**config.mk**
```make
export PLATFORM = sky130hd
export DESIGN_NAME = dmem_access_ctrl_flat
export DESIGN_NICKNAME = d
export VERILOG_FILES = /design/src/rtl/dmem_access_ctrl_if.sv /design/src/rtl/dmem_access_ctrl.sv /design/src/flat_wrapper.sv
export SDC_FILE = /design/constraint.sdc
export NUM_CORES = 1
export LEC_CHECK = 0
export ABC_AREA = 1
export CORE_UTILIZATION = 42
export CTS_CLUSTER_DIAMETER = 40
export DETAILED_ROUTE_END_ITERATION = 6
export PLACE_DENSITY_LB_ADDON = 0.3
export SYNTH_ARGS = -nofsm -noshare
export SYNTH_HDL_FRONTEND = slang
export SYNTH_SLANG_ARGS = --single-unit
```
**constraint.sdc**
```tcl
create_clock -name i_clk -period 3.6 [get_ports i_clk]
set_clock_uncertainty 0.1 [all_clocks]
set_input_delay 1.08 -clock i_clk [delete_from_list [all_inputs] [get_ports i_clk]]
set_output_delay 1.08 -clock i_clk [all_outputs]
set_load 0.1 [all_outputs]
```
**src/rtl/dmem_access_ctrl_if.sv**
```systemverilog
// Bundle of the MEM-stage, debug-dump and RAM-side signals of dmem_access_ctrl.
// Latency: none; wires only.
// Backpressure: carries the dump valid/ready pair; the pipeline side has no backpressure.
interface dmem_access_ctrl_if #(
  parameter int len    = 32,
  parameter int ADDR_W = 11
);
  logic [ADDR_W-1:0] i_pipe_addr;
  logic [len-1:0]    i_pipe_wdata;
  logic              i_pipe_we;
  logic              i_pipe_re;
  logic [len-1:0]    o_pipe_rdata;
  logic              i_dbg_start;
  logic [ADDR_W-1:0] i_dbg_base;
  logic [ADDR_W:0]   i_dbg_count;
  logic [len-1:0]    o_dbg_data;
  logic              o_dbg_valid;
  logic              i_dbg_ready;
  logic              o_dbg_done;
  logic              o_busy;
  logic              o_init_done;
  logic [ADDR_W-1:0] o_ram_addr;
  logic [len-1:0]    o_ram_din;
  logic              o_ram_we;
  logic              o_ram_en;
  logic [len-1:0]    i_ram_dout;

  // Environment side: MEM-stage wrapper, debug unit and RAM instance.
  modport master (
    output i_pipe_addr, i_pipe_wdata, i_pipe_we, i_pipe_re,
    output i_dbg_start, i_dbg_base, i_dbg_count, i_dbg_ready, i_ram_dout,
    input  o_pipe_rdata, o_dbg_data, o_dbg_valid, o_dbg_done, o_busy,
    input  o_init_done, o_ram_addr, o_ram_din, o_ram_we, o_ram_en
  );

  // Controller side.
  modport slave (
    input  i_pipe_addr, i_pipe_wdata, i_pipe_we, i_pipe_re,
    input  i_dbg_start, i_dbg_base, i_dbg_count, i_dbg_ready, i_ram_dout,
    output o_pipe_rdata, o_dbg_data, o_dbg_valid, o_dbg_done, o_busy,
    output o_init_done, o_ram_addr, o_ram_din, o_ram_we, o_ram_en
  );
endinterface

```
**src/rtl/dmem_access_ctrl.sv**
```systemverilog
// Shares the single-port data RAM between the MEM stage (always first) and the debug dump engine.
// Latency: pipe access is combinational to the RAM; a dump word takes >=3 cycles (issue, capture, hold).
// Backpressure: dump word held on o_dbg_valid until i_dbg_ready; pipe never stalls. DMEM_ZERO_INIT_EN adds RAM zeroing after reset.
module dmem_access_ctrl #(
  parameter int len       = 32,
  parameter int ADDR_W    = 11,
  parameter int RAM_DEPTH = 2048
) (
  input logic               i_clk,
  input logic               i_rst,
  dmem_access_ctrl_if.slave bus
);

  typedef enum logic [2:0] {
    IDLE,
    ISSUE,
    CAPTURE,
    HOLD
`ifdef DMEM_ZERO_INIT_EN
    , INIT
`endif
  } state_t;

  localparam logic [ADDR_W-1:0] LAST_ADDR = ADDR_W'(RAM_DEPTH - 1);

  state_t            state;
  logic [ADDR_W-1:0] dump_addr;
  logic [ADDR_W:0]   rem_cnt;
  logic [len-1:0]    dbg_data_q;
  logic              dbg_valid_q;
  logic              dbg_done_q;
  logic              busy_q;
  logic              pipe_req;
  logic              ram_en;
  logic              ram_we;
  logic [ADDR_W-1:0] ram_addr;
  logic [len-1:0]    ram_din;
`ifdef DMEM_ZERO_INIT_EN
  logic [ADDR_W-1:0] init_addr;
  logic              init_done_q;
`endif

  assign pipe_req = bus.i_pipe_we | bus.i_pipe_re;

  always_comb begin
    ram_en   = 1'b0;
    ram_we   = 1'b0;
    ram_addr = dump_addr;
    ram_din  = bus.i_pipe_wdata;
    if (pipe_req) begin
      ram_en   = 1'b1;
      ram_we   = bus.i_pipe_we;
      ram_addr = bus.i_pipe_addr;
    end else if (state == ISSUE) begin
      ram_en = 1'b1;
    end
`ifdef DMEM_ZERO_INIT_EN
    // Init owns the port outright; pipeline requests are dropped.
    if (state == INIT) begin
      ram_en   = 1'b1;
      ram_we   = 1'b1;
      ram_addr = init_addr;
      ram_din  = '0;
    end
`endif
  end

  always_ff @(posedge i_clk or negedge i_rst) begin
    if (!i_rst) begin
`ifdef DMEM_ZERO_INIT_EN
      state       <= INIT;
      busy_q      <= 1'b1;
      init_addr   <= '0;
      init_done_q <= 1'b0;
`else
      state       <= IDLE;
      busy_q      <= 1'b0;
`endif
      dump_addr   <= '0;
      rem_cnt     <= '0;
      dbg_data_q  <= '0;
      dbg_valid_q <= 1'b0;
      dbg_done_q  <= 1'b0;
    end else begin
      dbg_done_q <= 1'b0;
      case (state)
        IDLE: begin
          if (bus.i_dbg_start) begin
            if (bus.i_dbg_count != '0) begin
              dump_addr <= bus.i_dbg_base;
              rem_cnt   <= bus.i_dbg_count;
              busy_q    <= 1'b1;
              state     <= ISSUE;
            end else begin
              dbg_done_q <= 1'b1;
            end
          end
        end
        ISSUE: begin
          if (!pipe_req) state <= CAPTURE;
        end
        CAPTURE: begin
          // RAM output here belongs to last cycle's dump read, whatever the pipe does now.
          dbg_data_q  <= bus.i_ram_dout;
          dbg_valid_q <= 1'b1;
          state       <= HOLD;
        end
        HOLD: begin
          if (bus.i_dbg_ready) begin
            dbg_valid_q <= 1'b0;
            dump_addr   <= (dump_addr == LAST_ADDR) ? '0 : dump_addr + ADDR_W'(1);
            rem_cnt     <= rem_cnt - (ADDR_W+1)'(1);
            if (rem_cnt == (ADDR_W+1)'(1)) begin
              dbg_done_q <= 1'b1;
              busy_q     <= 1'b0;
              state      <= IDLE;
            end else begin
              state <= ISSUE;
            end
          end
        end
`ifdef DMEM_ZERO_INIT_EN
        INIT: begin
          init_addr <= init_addr + ADDR_W'(1);
          if (init_addr == LAST_ADDR) begin
            init_done_q <= 1'b1;
            busy_q      <= 1'b0;
            state       <= IDLE;
          end
        end
`endif
        default: state <= IDLE;
      endcase
    end
  end

  assign bus.o_ram_en     = ram_en;
  assign bus.o_ram_we     = ram_we;
  assign bus.o_ram_addr   = ram_addr;
  assign bus.o_ram_din    = ram_din;
  assign bus.o_pipe_rdata = bus.i_ram_dout;
  assign bus.o_dbg_data   = dbg_data_q;
  assign bus.o_dbg_valid  = dbg_valid_q;
  assign bus.o_dbg_done   = dbg_done_q;
  assign bus.o_busy       = busy_q;
`ifdef DMEM_ZERO_INIT_EN
  assign bus.o_init_done  = init_done_q;
`else
  assign bus.o_init_done  = 1'b1;
`endif

endmodule

```
**src/flat_wrapper.sv**
```systemverilog
// flat-port wrapper written by rule: the top's interface ports become plain ports
module dmem_access_ctrl_flat 
#(
  parameter int len       = 32,
  parameter int ADDR_W    = 11,
  parameter int RAM_DEPTH = 2048
)
  (i_clk, i_rst, bus_i_pipe_addr, bus_i_pipe_wdata, bus_i_pipe_we, bus_i_pipe_re, bus_i_dbg_start, bus_i_dbg_base, bus_i_dbg_count, bus_i_dbg_ready, bus_i_ram_dout, bus_o_pipe_rdata, bus_o_dbg_data, bus_o_dbg_valid, bus_o_dbg_done, bus_o_busy, bus_o_init_done, bus_o_ram_addr, bus_o_ram_din, bus_o_ram_we, bus_o_ram_en);
  dmem_access_ctrl_if #(.len(len), .ADDR_W(ADDR_W)) bus_i ();
  input logic i_clk;
  input logic i_rst;
  input wire logic [$bits(bus_i.i_pipe_addr)-1:0] bus_i_pipe_addr;
  input wire logic [$bits(bus_i.i_pipe_wdata)-1:0] bus_i_pipe_wdata;
  input wire logic [$bits(bus_i.i_pipe_we)-1:0] bus_i_pipe_we;
  input wire logic [$bits(bus_i.i_pipe_re)-1:0] bus_i_pipe_re;
  input wire logic [$bits(bus_i.i_dbg_start)-1:0] bus_i_dbg_start;
  input wire logic [$bits(bus_i.i_dbg_base)-1:0] bus_i_dbg_base;
  input wire logic [$bits(bus_i.i_dbg_count)-1:0] bus_i_dbg_count;
  input wire logic [$bits(bus_i.i_dbg_ready)-1:0] bus_i_dbg_ready;
  input wire logic [$bits(bus_i.i_ram_dout)-1:0] bus_i_ram_dout;
  output wire logic [$bits(bus_i.o_pipe_rdata)-1:0] bus_o_pipe_rdata;
  output wire logic [$bits(bus_i.o_dbg_data)-1:0] bus_o_dbg_data;
  output wire logic [$bits(bus_i.o_dbg_valid)-1:0] bus_o_dbg_valid;
  output wire logic [$bits(bus_i.o_dbg_done)-1:0] bus_o_dbg_done;
  output wire logic [$bits(bus_i.o_busy)-1:0] bus_o_busy;
  output wire logic [$bits(bus_i.o_init_done)-1:0] bus_o_init_done;
  output wire logic [$bits(bus_i.o_ram_addr)-1:0] bus_o_ram_addr;
  output wire logic [$bits(bus_i.o_ram_din)-1:0] bus_o_ram_din;
  output wire logic [$bits(bus_i.o_ram_we)-1:0] bus_o_ram_we;
  output wire logic [$bits(bus_i.o_ram_en)-1:0] bus_o_ram_en;
  assign bus_i.i_pipe_addr = bus_i_pipe_addr;
  assign bus_i.i_pipe_wdata = bus_i_pipe_wdata;
  assign bus_i.i_pipe_we = bus_i_pipe_we;
  assign bus_i.i_pipe_re = bus_i_pipe_re;
  assign bus_i.i_dbg_start = bus_i_dbg_start;
  assign bus_i.i_dbg_base = bus_i_dbg_base;
  assign bus_i.i_dbg_count = bus_i_dbg_count;
  assign bus_i.i_dbg_ready = bus_i_dbg_ready;
  assign bus_i.i_ram_dout = bus_i_ram_dout;
  assign bus_o_pipe_rdata = bus_i.o_pipe_rdata;
  assign bus_o_dbg_data = bus_i.o_dbg_data;
  assign bus_o_dbg_valid = bus_i.o_dbg_valid;
  assign bus_o_dbg_done = bus_i.o_dbg_done;
  assign bus_o_busy = bus_i.o_busy;
  assign bus_o_init_done = bus_i.o_init_done;
  assign bus_o_ram_addr = bus_i.o_ram_addr;
  assign bus_o_ram_din = bus_i.o_ram_din;
  assign bus_o_ram_we = bus_i.o_ram_we;
  assign bus_o_ram_en = bus_i.o_ram_en;
  dmem_access_ctrl #(.len(len), .ADDR_W(ADDR_W), .RAM_DEPTH(RAM_DEPTH)) u_core (.i_clk(i_clk), .i_rst(i_rst), .bus(bus_i));
endmodule
```
==> out/qor.yml <==
status: "complete, but fails checks"
violations: "DRC"
antenna_found_initial: 0
finalInstanceArea_um2: 5650
vias: 3373
cp_max_fo: 16
dieArea_um2: 9670
cts_tree: "done"
route.detailed.drc: 11
grt_overflow: 0
synth.distinct_cells: 28
synth_fp_nets: 597
root_buffer: "clkbuf_8"
syn_inst: 486
final_nets: 687
ys_seq_area_frac: 0.385
ys_async_sr_fraction: 1.00
fmax_mhz: 284
power.switching_mw: 3.28
wl_um: 9450
hold_ws_ns: 0.391
synth-edff-count: 0
die_x_um: 98.4
post_cts_buffers: 0
drive_above_1_share: 0.291
clk_latency_ns: 0.33
cp.required_ns: 2.42
synth_most_common_cell: "nand2_1"
fin_util: 0.639
holdCritPathClass: "reg2reg"
switching_share: 0.562
drtIter0Drc: 115
rsz0062_at_grt: "false"
cts_sinks: 60
clock_path_buffers: 2
power.density_nw_per_um2: 1030
placed_area_um2: 5400
grt_max_degree: 34
end_kind: "primary output"
total_power_mw: 5.84
start_util: 0.441
path_class: "in2out"
post-place-ws_ns: 0.0518
wl_per_cell_um: 13.7
seq_power_share: 0.217
crit_slowest_cell: "clkdlybuf4s50_1"
drv_slew: 0
pwr-share-comb: 0.654
slowest_delay_ns: 0.42
die_h_um: 98.4
finalCritPeriodShare: 0.979
setup_ws_ns: 0.0761
ir_drop_mv: 0.790
ys.flop_type: "dfrtp_1"
ys_seq_elements: 60
grt_pass1_wl_um: 15800
leakagePower_nw: 2.67
slew_headroom: 0.514
crit_arrival_ns: 2.34
yosysWarningCount: 0
synth.largest_area_cell: "dfrtp_1"
cts.hold.buffers_added: 0
fin_crit_ns: 3.52
core_um2: 8850
rows: 34
fillers: 728
hold_viol_final: 0
grt_pass1_vias: 3379
crit_chain: "clkdlybuf4s50_1 -> nor2_2 -> inv_1 -> buf_12 -> or2_2 -> buf_12"
antenna_cells: 0
finalSetupViolations: 0
ctsHtreeMaxLevel: 3
cp_common_cell: "buf_12"
postRouteAntennaNets: 0
gp_congestion: 0.838
power_frac_clock: 0.129
worst_slew_pin_slew_ns: 0.729
clk_transition_reported_paths_ns: 0.06
startpoint_type: "input pin"
internal_power_mw: 2.56
synth_top_cell_area_share: 0.385
synth_common_cells: "nand2_1, buf_4, dfrtp_1"
post-dp-hpwl_um: 7330
vias_per_cell: 4.90
area_growth_pct: 44.9
synth.avg_cell_area_um2: 8.02
drtPass1Iterations: 7
portBuffers: 151
drv_cap: 0
grtUsageTotal: 0.206
syn-cell-area_um2: 3900
cts_made_buffers: 9
io-pin-count: 217
yosys-top-cells-area: "dfrtp_1, nand2_1, buf_4"
flip-flops by register name (all words and copies together), names as in the netlist:
register	cells
u_core.rem_cnt	12
u_core.bus.o_dbg_done	1
u_core.dump_addr	11
u_core.state	2
u_core.bus.o_busy	1
u_core.bus.o_dbg_data	32
u_core.bus.o_dbg_valid	1
cell usage in the layout, fill, tap and decap left out, drive strengths merged:
cell type / netlist / final
a21oi: 3 / 3
buf: 76 / 89
bufinv: 0 / 3
clkbuf: 4 / 10
clkdlybuf4s50: 0 / 70
clkinv: 0 / 2
clkinvlp: 0 / 1
conb: 1 / 1
dfrtp: 60 / 60
ha: 7 / 7
inv: 38 / 38
mux2: 32 / 32
nand2: 143 / 143
nand3: 30 / 30
nand3b: 2 / 2
nand4: 2 / 2
nor2: 51 / 51
o21ai: 33 / 33
or2: 3 / 3
xor2: 1 / 1
logic make-up (layout without fill, tap and decap cells):
family / count (synthesis) / after routing / share of synthesized area
flip-flops: 60 / 60 / 0.385
AND/OR/NAND/NOR: 231 / 231 / 0.254
multiplexers: 32 / 32 / 0.0924
XOR/XNOR: 1 / 1 / 0.00225
AO/OA/AOI/OAI: 36 / 36 / 0.0549
adder cells (fa/ha/maj): 7 / 7 / 0.0225
other: 1 / 1 / 0.000962
buffers and inverters: 118 / 213 / 0.188
through the flow:
step / setup TNS [ns] / cells
2_1_floorplan: -4.09 / 486
3_3_place_gp: 0 / 673
3_5_place_dp: 0 / 673
4_1_cts: 0 / 689
5_1_grt: 0 / 689
6_report: 0 / 689
power groups by stage:
stage	clock network, mW	registers [mW]	logic, mW
floorplan	0	2.62	1.82
global placement	0	1.26	3.79
finish	0.754	1.27	3.82
CTS	0.775	1.27	3.85
global route	0.806	1.31	4.06
detailed placement	0	1.27	3.84
area by class of cell:
cell class	instances	area, um2	share of cell area
Clock inverter	6	111	0.0197
Timing Repair Buffer	159	1950	0.346
Multi-Input combinational cell	308	1670	0.295
Sequential cell	60	1500	0.266
Tap cell	108	135	0.0239
Clock buffer	10	138	0.0244
Inverter	38	145	0.0257
worst max-delay path, delay by kind of cell:
family / cells / cell delay, ns
simple gates: 2 / 0.42
buf+inv: 4 / 0.83
final timing paths:
path	from	end	slack (ns)	cells after the start
worst min register to register	u_core.bus.o_busy$_DFFE_PN0P_	u_core.bus.o_busy$_DFFE_PN0P_	0.39	2
worst min-delay path	u_core.bus.o_busy$_DFFE_PN0P_	u_core.bus.o_busy$_DFFE_PN0P_	0.39	2
worst max register to register	u_core.state[0]$_DFFE_PN0P_	u_core.rem_cnt[0]$_DFFE_PN0P_	1.49	7
min in group asynchronous	i_rst	u_core.bus.o_dbg_data[16]$_DFFE_PN0P_	0.70	1
worst max-delay path	bus_i_pipe_re	bus_o_ram_en	0.08	6
max in group asynchronous	i_rst	u_core.bus.o_dbg_data[28]$_DFFE_PN0P_	2.09	2
layer usage:
| metal | part of all wire | GRT usage | wire length [um] |
|---|---|---|---|
| met3 | 0.070 | 0.0580 | 666 |
| met5 | 0 | 0 | 0 |
| met2 | 0.53 | 0.369 | 5040 |
| met1 | 0.38 | 0.240 | 3620 |
| met4 | 0.012 | 0.0574 | 118 |
what timing repair did:
item,4_1_cts,5_1_grt
hold endpoints to repair,0,0
resized for setup,0,1
endpoints found under the setup margin,0,1
Note: power is estimated with default switching activity, not from simulation.
